[src/rtl/mux_scan_seq_pkg.sv]
// Shared types and constants for the mux scan sequencer.
// The optional continuous-scan build is selected with MUX_SCAN_CONT_EN.
package mux_scan_pkg;
    localparam int NCH           = 8;
    localparam int CH_W          = 3;
    localparam int CNT_W         = 4;
    localparam int DWELL_DEFAULT = 2;

    typedef enum logic [1:0] {
        IDLE,
        SETTLE,
        HOLD
    } state_e;

    typedef logic [CH_W-1:0] ch_t;
endpackage

[src/rtl/mux_scan_seq_if.sv]
// Control, mux-side and output-stream signals of the scan sequencer.
// master = sequencer side, slave = environment (mux + consumer + controller).
interface mux_scan_seq_if #(
    parameter int WIDTH = 8
);
    import mux_scan_pkg::*;

    logic             start;
    logic [NCH-1:0]   en_mask;
    ch_t              sel;
    logic [WIDTH-1:0] mux_y;
    logic [WIDTH-1:0] out_data;
    ch_t              out_ch;
    logic             out_valid;
    logic             out_ready;
    logic             busy;
    logic             done;

    modport master (
        input  start, en_mask, mux_y, out_ready,
        output sel, out_data, out_ch, out_valid, busy, done
    );

    modport slave (
        output start, en_mask, mux_y, out_ready,
        input  sel, out_data, out_ch, out_valid, busy, done
    );
endinterface

[src/rtl/mux_scan_seq_next_ch_find.sv]
// Combinational channel finder: next enabled channel strictly above cur_i,
// lowest enabled channel, and a flag when nothing is enabled above cur_i.
module next_ch_find
    import mux_scan_pkg::*;
(
    input  logic [NCH-1:0] mask_i,
    input  ch_t            cur_i,
    output ch_t            next_o,
    output ch_t            lowest_o,
    output logic           last_o
);
    logic [NCH-1:0] above;

    generate
        for (genvar gi = 0; gi < NCH; gi++) begin : g_above
            assign above[gi] = mask_i[gi] && (ch_t'(gi) > cur_i);
        end
    endgenerate

    // Scanning downward leaves the lowest matching index in each result.
    always_comb begin
        next_o   = '0;
        lowest_o = '0;
        for (int i = NCH - 1; i >= 0; i--) begin
            if (above[i]) next_o = ch_t'(i);
            if (mask_i[i]) lowest_o = ch_t'(i);
        end
    end

    assign last_o = ~|above;
endmodule

[src/rtl/mux_scan_seq.sv]
// Scan sequencer driving an 8:1 mux select and streaming captured bytes out.
// Define MUX_SCAN_CONT_EN for continuous scanning (re-latch mask and wrap).
module mux_scan_seq
    import mux_scan_pkg::*;
#(
    parameter int WIDTH = 8,
    parameter int DWELL = DWELL_DEFAULT
) (
    input  logic          clk,
    input  logic          rst,
    mux_scan_seq_if.master bus
);
    localparam logic [CNT_W-1:0] DWELL_M1 = CNT_W'(DWELL - 1);

    state_e           state_q, state_d;
    logic [NCH-1:0]   mask_q, mask_d;
    ch_t              sel_q, sel_d;
    logic [CNT_W-1:0] cnt_q, cnt_d;
    logic [WIDTH-1:0] data_q, data_d;
    ch_t              ch_q, ch_d;
    logic             valid_q, valid_d;
    logic             busy_q, busy_d;
    logic             done_q, done_d;

    logic             xfer;
    logic [NCH-1:0]   find_mask;
    ch_t              find_next, find_lowest;
    logic             find_last;

    assign xfer      = valid_q & bus.out_ready;
    // In IDLE the finder looks at the live mask to pick the first channel;
    // during a pass it walks the latched mask.
    assign find_mask = (state_q == IDLE) ? bus.en_mask : mask_q;

    next_ch_find u_find (
        .mask_i   (find_mask),
        .cur_i    (sel_q),
        .next_o   (find_next),
        .lowest_o (find_lowest),
        .last_o   (find_last)
    );

`ifdef MUX_SCAN_CONT_EN
    ch_t  wrap_next, wrap_lowest;
    logic wrap_last;
    logic unused_wrap;

    next_ch_find u_wrap (
        .mask_i   (bus.en_mask),
        .cur_i    (sel_q),
        .next_o   (wrap_next),
        .lowest_o (wrap_lowest),
        .last_o   (wrap_last)
    );

    assign unused_wrap = ^{wrap_next, wrap_last};
`endif

    always_ff @(posedge clk) begin
        if (rst) begin
            state_q <= IDLE;
            mask_q  <= '0;
            sel_q   <= '0;
            cnt_q   <= '0;
            data_q  <= '0;
            ch_q    <= '0;
            valid_q <= 1'b0;
            busy_q  <= 1'b0;
            done_q  <= 1'b0;
        end else begin
            state_q <= state_d;
            mask_q  <= mask_d;
            sel_q   <= sel_d;
            cnt_q   <= cnt_d;
            data_q  <= data_d;
            ch_q    <= ch_d;
            valid_q <= valid_d;
            busy_q  <= busy_d;
            done_q  <= done_d;
        end
    end

    always_comb begin
        state_d = state_q;
        unique case (state_q)
            IDLE:   if (bus.start && (|bus.en_mask)) state_d = SETTLE;
            SETTLE: if (cnt_q == '0) state_d = HOLD;
            HOLD: begin
                if (xfer) begin
                    if (!find_last) begin
                        state_d = SETTLE;
                    end else begin
`ifdef MUX_SCAN_CONT_EN
                        state_d = (|bus.en_mask) ? SETTLE : IDLE;
`else
                        state_d = IDLE;
`endif
                    end
                end
            end
            default: state_d = IDLE;
        endcase
    end

    always_comb begin
        mask_d  = mask_q;
        sel_d   = sel_q;
        cnt_d   = cnt_q;
        data_d  = data_q;
        ch_d    = ch_q;
        valid_d = valid_q;
        busy_d  = busy_q;
        done_d  = 1'b0;
        unique case (state_q)
            IDLE: begin
                if (bus.start) begin
                    if (|bus.en_mask) begin
                        mask_d = bus.en_mask;
                        sel_d  = find_lowest;
                        cnt_d  = DWELL_M1;
                        busy_d = 1'b1;
                    end else begin
                        done_d = 1'b1;
                    end
                end
            end
            SETTLE: begin
                if (cnt_q == '0) begin
                    data_d  = bus.mux_y;
                    ch_d    = sel_q;
                    valid_d = 1'b1;
                end else begin
                    cnt_d = cnt_q - CNT_W'(1);
                end
            end
            HOLD: begin
                if (xfer) begin
                    valid_d = 1'b0;
                    if (!find_last) begin
                        sel_d = find_next;
                        cnt_d = DWELL_M1;
                    end else begin
                        done_d = 1'b1;
`ifdef MUX_SCAN_CONT_EN
                        if (|bus.en_mask) begin
                            mask_d = bus.en_mask;
                            sel_d  = wrap_lowest;
                            cnt_d  = DWELL_M1;
                        end else begin
                            busy_d = 1'b0;
                        end
`else
                        busy_d = 1'b0;
`endif
                    end
                end
            end
            default: ;
        endcase
    end

    assign bus.sel       = sel_q;
    assign bus.out_data  = data_q;
    assign bus.out_ch    = ch_q;
    assign bus.out_valid = valid_q;
    assign bus.busy      = busy_q;
    assign bus.done      = done_q;
endmodule

[src/flat_wrapper.sv]
// flat-port wrapper written by rule: the top's interface ports become plain ports
module mux_scan_seq_flat import mux_scan_pkg::*;
#(
    parameter int WIDTH = 8,
    parameter int DWELL = DWELL_DEFAULT
)
  (clk, rst, bus_start, bus_en_mask, bus_mux_y, bus_out_ready, bus_sel, bus_out_data, bus_out_ch, bus_out_valid, bus_busy, bus_done);
  mux_scan_seq_if #(.WIDTH(WIDTH)) bus_i ();
  input  logic clk;
  input  logic rst;
  input wire logic [$bits(bus_i.start)-1:0] bus_start;
  input wire logic [$bits(bus_i.en_mask)-1:0] bus_en_mask;
  input wire logic [$bits(bus_i.mux_y)-1:0] bus_mux_y;
  input wire logic [$bits(bus_i.out_ready)-1:0] bus_out_ready;
  output wire logic [$bits(bus_i.sel)-1:0] bus_sel;
  output wire logic [$bits(bus_i.out_data)-1:0] bus_out_data;
  output wire logic [$bits(bus_i.out_ch)-1:0] bus_out_ch;
  output wire logic [$bits(bus_i.out_valid)-1:0] bus_out_valid;
  output wire logic [$bits(bus_i.busy)-1:0] bus_busy;
  output wire logic [$bits(bus_i.done)-1:0] bus_done;
  assign bus_i.start = bus_start;
  assign bus_i.en_mask = bus_en_mask;
  assign bus_i.mux_y = bus_mux_y;
  assign bus_i.out_ready = bus_out_ready;
  assign bus_sel = bus_i.sel;
  assign bus_out_data = bus_i.out_data;
  assign bus_out_ch = bus_i.out_ch;
  assign bus_out_valid = bus_i.out_valid;
  assign bus_busy = bus_i.busy;
  assign bus_done = bus_i.done;
  mux_scan_seq #(.WIDTH(WIDTH), .DWELL(DWELL)) u_core (.clk(clk), .rst(rst), .bus(bus_i));
endmodule
[config.mk]
export PLATFORM = sky130hd
export DESIGN_NAME = mux_scan_seq_flat
export DESIGN_NICKNAME = d
export VERILOG_FILES = /design/src/rtl/mux_scan_seq_pkg.sv /design/src/rtl/mux_scan_seq_if.sv /design/src/rtl/mux_scan_seq_next_ch_find.sv /design/src/rtl/mux_scan_seq.sv /design/src/flat_wrapper.sv
export SDC_FILE = /design/constraint.sdc
export NUM_CORES = 1
export LEC_CHECK = 0
export BUFFER_PORTS_ARGS = -buffer_cell sky130_fd_sc_hd__buf_2
export CORE_UTILIZATION = 54
export DETAILED_ROUTE_END_ITERATION = 8
export PLACE_DENSITY = 0.8
export SLEW_MARGIN = 20
export SYNTH_ARGS = -nofsm -noshare
export SYNTH_HDL_FRONTEND = slang
export SYNTH_SLANG_ARGS = --single-unit
[constraint.sdc]
create_clock -name clk -period 6.2 [get_ports clk]
set_input_delay 1.86 -clock clk [delete_from_list [all_inputs] [get_ports clk]]
set_output_delay 1.86 -clock clk [all_outputs]
set_load 0.05 [all_outputs]
* Word level (Yosys, flattened, before mapping) *
Index checks and enable logic that the tools add are counted.

word-level totals
  output and inout port bits = 17
  memory bits (writable) = 0
  bits in latches = 0
  bits in registers = 31
  input port bits = 20
  memories = 0
  word-level logic and storage cells = 98
  bits in read-only memories = 0

cells by class
  add/subtract/negate cells = 1
  shift operators = 0
  div/mod/pow operators = 0
  eq/ne operators = 10
  multiplexer cells = 46
  reductions and logical operators = 23
  bitwise gates (word level) = 1
  multipliers = 0
  magnitude comparators = 8

operators with widths
  kind                 number
  $mux 3               20
  $mux 4               5
  $reduce_or 8->1      2
  $gt 3x3->1 const A   4
  $pmux 4 s3           1
  $mux 1               11
  $ne 2x2->1 const B   5
  $reduce_and 5->1     2
  $logic_and 1x1->1    9
  $reduce_and 3->1     3
  $mux 8               1
  $gt 1x3->1 const A   2
  $gt 2x3->1 const A   2
  $mux 2               3
  $ne 2x1->1 const B   3
  $pmux 1 s2           3
  $pmux 2 s3           1
  $pmux 3 s2           1
  $reduce_and 6->1     1
  $logic_not 4->1      1
  $reduce_bool 2->1    2
  $sub 4x1->4 const B  1
  $reduce_bool 3->1    1
  $eq 2x1->1 const B   1
  other kinds (4)      4

* Logic depth before layout (Yosys ltp) *
  depth in word-level cells = 14
  gate-level depth with buffers = 10
  depth with buffers taken out = 8

* Modules after synthesis *
From an unflattened synthesis, not the netlist that was laid out.

unflattened totals
  cell total of the unflattened synthesis = 210
  area total of the unflattened synthesis = 1657.8 µm²

by module, submodules not included
  module        cells an instance  seq. area each (µm²)  instances  area each (µm²)
  mux_scan_seq  167                620.6                 1          1397.6
  next_ch_find  43                 0.0                   1          260.2

* Least setup slack after synthesis *
No wires, ideal clock.

  kind = input-to-reg
  start = input bus_en_mask[3]
  end = register u_core.cnt_q[2]
  arrival = 3483 ps
  library setup time = 74 ps
  cell stages on the path = 7
  required time = 6126 ps
  buffers on the path = 1
  slack = 2642 ps
  path through = nor4_1 -> a31o_1 -> a22oi_1 -> or4b_1 -> buf_2 -> or3_1 -> a31oi_1

between the ends
  longest elaborated chain between the ends = 5
  elaborated cells on any way between the ends = 7
  classes of those cells = 2 x eq/ne; 1 x mux; 4 x reduce/logical

ends and longest elaborated chain
  what                                   RTL line                         RTL
  start: declaration                     flat_wrapper.sv:12               input wire logic [$bits(bus_i.en_mask)-1:0] bus_en_mask;
  $mux 8                                 mux_scan_seq.sv:33               assign find_mask = (state_q == IDLE) ? bus.en_mask : mask_q;
  $logic_and 1x1->1                      mux_scan_seq_next_ch_find.sv:16  assign above[gi] = mask_i[gi] && (ch_t'(gi) > cur_i);
  $reduce_or 8->1                        mux_scan_seq_next_ch_find.sv:30  assign last_o = ~|above;
  $ne 2x1->1 (no source line)            --
  $reduce_and 6->1 (no source line) (*)  --
  end signal: assignment                 mux_scan_seq.sv:74               cnt_q <= cnt_d;
  end: declaration                       mux_scan_seq.sv:18               logic [CNT_W-1:0] cnt_q, cnt_d;

Mark *: on every way between the ends. The rest lies on a longest branch, timed or not.
A chain may end at the register's enable or synchronous reset.

* Worst setup path after layout *
  start = input bus_en_mask[1]
  end = register u_core.cnt_q[2]

Same word-level chain as after synthesis.

==> results.py <==
metrics = {
    "final_layout": {
        "layout-drive-gt1-share_pct": 20.7,
        "utilization_pct": 65.9,
        "diodes": 0,
        "final_nets": 276,
        "seqCellArea_um2": 621,
        "fillerInstances": 278,
        "syn2layout_area_growth_pct": 15.4,
        "multi_input_area_um2": 1030,
    },
    "global_route": {
        "grt_pass1_vias": 1435,
        "grt_start_max_net_pins": 32,
        "grt_overflow": 0,
        "grt_pass1_wl_mm": 6.24,
        "grt.total_usage_pct": 23.8,
        "antenna_found_initial": 0,
    },
    "synth": {
        "synthDistinctLibCells": 44,
        "synth_common_cells": "dfxtp_1, nand2_1, a21oi_1, nor2_1, mux2i_1",
        "synth_top_area_cell": "dfxtp_1",
        "synth_area_leaders": "dfxtp_1, mux2i_1, a21oi_1",
        "syn_area_per_cell_um2": 7.96,
        "syn-num-nets": 245,
        "syn_area_um2": 1740,
        "ys.flop_type": "dfxtp_1",
        "synth-seq-area-share_pct": 35.6,
        "synth_top_cell_area_share_pct": 35.6,
        "synthCells": 219,
        "synth-async-reset-ratio_pct": 0,
        "ys_ff_latch": 31,
        "yosys_warnings": 0,
        "synth_edf_count": 0,
    },
    "timing": {
        "finalHoldViolCount": 0,
        "fin_crit_ns": 3.56,
        "setup_viol": 0,
        "finalSetupTns_ns": 0,
        "fmax_mhz": 281,
        "skew_ns": 0.00998,
        "maxSlewViolCount": 0,
        "finalWorstSetupSlack_ns": 2.64,
        "slew_headroom_pct": 37.8,
        "worst_pin_slew_ns": 0.933,
        "rsz0062_at_grt": "false",
        "fin_crit_sh_pct": 57.3,
    },
    "placed_design": {
        "portBuffers": 36,
        "gp_congestion": 0.921,
        "dpl_worst_slack_ns": 2.34,
        "dp_hpwl_mm": 2.66,
    },
    "worst_setup_path": {
        "worst-path-buf-inv": 1,
        "cp-end-kind": "flip-flop",
        "cp_max_fo": 6,
        "slowest_delay_ns": 0.65,
        "cpLargestDelayFamily": "simple AND/OR/NAND/NOR gates",
        "crit_chain": "buf_2 -> mux2i_1 -> o41ai_4 -> nor4_1 -> or4b_1 -> or3_1 -> a31oi_1",
        "critical_path_depth": 7,
        "cp.required_ns": 6.45,
        "startpoint": "bus_en_mask[1]",
        "slowest_stage": "or4b_1",
        "worstSetupPathType": "input port to flip-flop",
        "startpoint_type": "input port",
        "r2r-start": "u_core.state_q[1]",
        "arrival_ns": 3.81,
        "reg2reg_depth": 8,
    },
    "pwr": {
        "peakVddDrop_mv": 0.340,
        "power_density_nw_per_um2": 513,
        "cellLeakagePower_nw": 0.868,
    },
    "detailed_routing": {
        "initialDrtViolationCount": 82,
        "wl_mm": 3.68,
        "vias": 1642,
        "wl_per_cell_um": 12.5,
        "drtPass1Iterations": 4,
        "drc_errors": 0,
        "ant_nets": 0,
        "drt-vias-per-instance": 5.57,
    },
    "floorplanning": {
        "io-pin-count": 37,
        "start_util_pct": 57.1,
        "die_x_um": 58.8,
        "dieArea_um2": 3460,
        "row_count": 20,
        "die_h_um": 58.8,
        "core_area_um2": 3050,
    },
    "clock_tree": {
        "cts_max_path_buffers": 2,
        "cts_max_level": 2,
        "root_buffer": "clkbuf_4",
        "ctsResizeCount": 0,
        "post_cts_buffers": 0,
        "cts_tree": "done",
        "clk_latency_ns": 0.33,
        "numCtsBuffers": 5,
        "cts_sinks": 31,
        "ctsHoldBuffers": 0,
        "path_clk_slew_ns": 0.09,
    },
    "worst_hold_path": {
        "hold_depth": 2,
        "hold_start": "u_core.bus.out_data[6]",
        "hold_class": "flip-flop to flip-flop",
    },
    "outcome": {
        "outcome": "complete, no violations",
    },
    "job": {
        "maxCapViolCount": 0,
    },
}
## per-layer routing
layer | up-vias | global-route usage (%) | wire length (um)
met5 | - | 0 | 0
met4 | 0 | 8.84 | 29
met3 | 4 | 7.25 | 255
met2 | 62 | 36.2 | 1550
met1 | 739 | 31.7 | 1840
li1 | 837 | - | -
## flip-flops by register name (all words and copies together) (netlist names)
signal,flops
u_core.bus.sel,3
u_core.bus.busy,1
u_core.bus.out_valid,1
u_core.mask_q,8
u_core.cnt_q,4
u_core.bus.out_ch,3
u_core.bus.out_data,8
u_core.state_q,2
u_core.bus.done,1
## layout make-up
class | instances | area share, %
multi-input cells | 167 | 51.5
flip-flops and latches | 31 | 30.9
repair buffers | 36 | 8.96
well taps | 44 | 2.74
clock buffers | 6 | 2.55
clock inverters | 2 | 1.74
inverters | 9 | 1.68
## worst min-delay path, cell delays in order, from the launching register on
cell and delay, ns:
dfxtp_1 0.31, nand2_1 0.05, a21oi_1 0.05
## power breakdown
group / switching, W / internal (W)
Clock: 0.0000685 / 0.0000952
Combinational: 0.000354 / 0.000209
Sequential: 0.0000553 / 0.000250
Total: 0.000478 / 0.000554
## cell usage in the layout, fill, tap and decap left out, drive strengths merged, types with 3 or more instances in the layout
cell type | Yosys | routed
buf | 2 | 36
nor2 | 21 | 21
and2 | 3 | 3
or3b | 3 | 3
inv | 9 | 9
mux2i | 15 | 15
or3 | 5 | 5
o21ai | 9 | 9
a21oi | 24 | 24
nor3 | 7 | 7
nand2 | 31 | 31
clkbuf | 10 | 6
nand3 | 6 | 6
ha | 6 | 6
dfxtp | 31 | 31
nor4 | 4 | 4
## cell families after synthesis
family,synth area share (%)
buf+inv,5.02
fa+ha+maj,4.31
simple gates,26.1
flops,35.6
mux,9.91
compound gates,19.1
## stage by stage
stage | instances | instance area (um2) | hold WS, ns | power, W
6_report | 295 | 2010 | 0.453 | 0.00103
5_1_grt | 295 | 2010 | 0.471 | 0.00112
4_1_cts | 295 | 2010 | 0.457 | 0.00103
3_5_place_dp | 287 | 1920 | 0.443 | 0.000867
3_3_place_gp | 287 | 1920 | 0.440 | 0.000861
2_1_floorplan | 219 | 1740 | 0.470 | 0.000770
## worst paths after layout
path,to,slack (ns)
hold / removal,u_core.bus.out_data[6],0.45
setup / recovery,u_core.cnt_q[2],2.64
hold reg to reg,u_core.bus.out_data[6],0.45
setup reg to reg,u_core.cnt_q[2],2.93
Power figures use the tool's default switching activity.
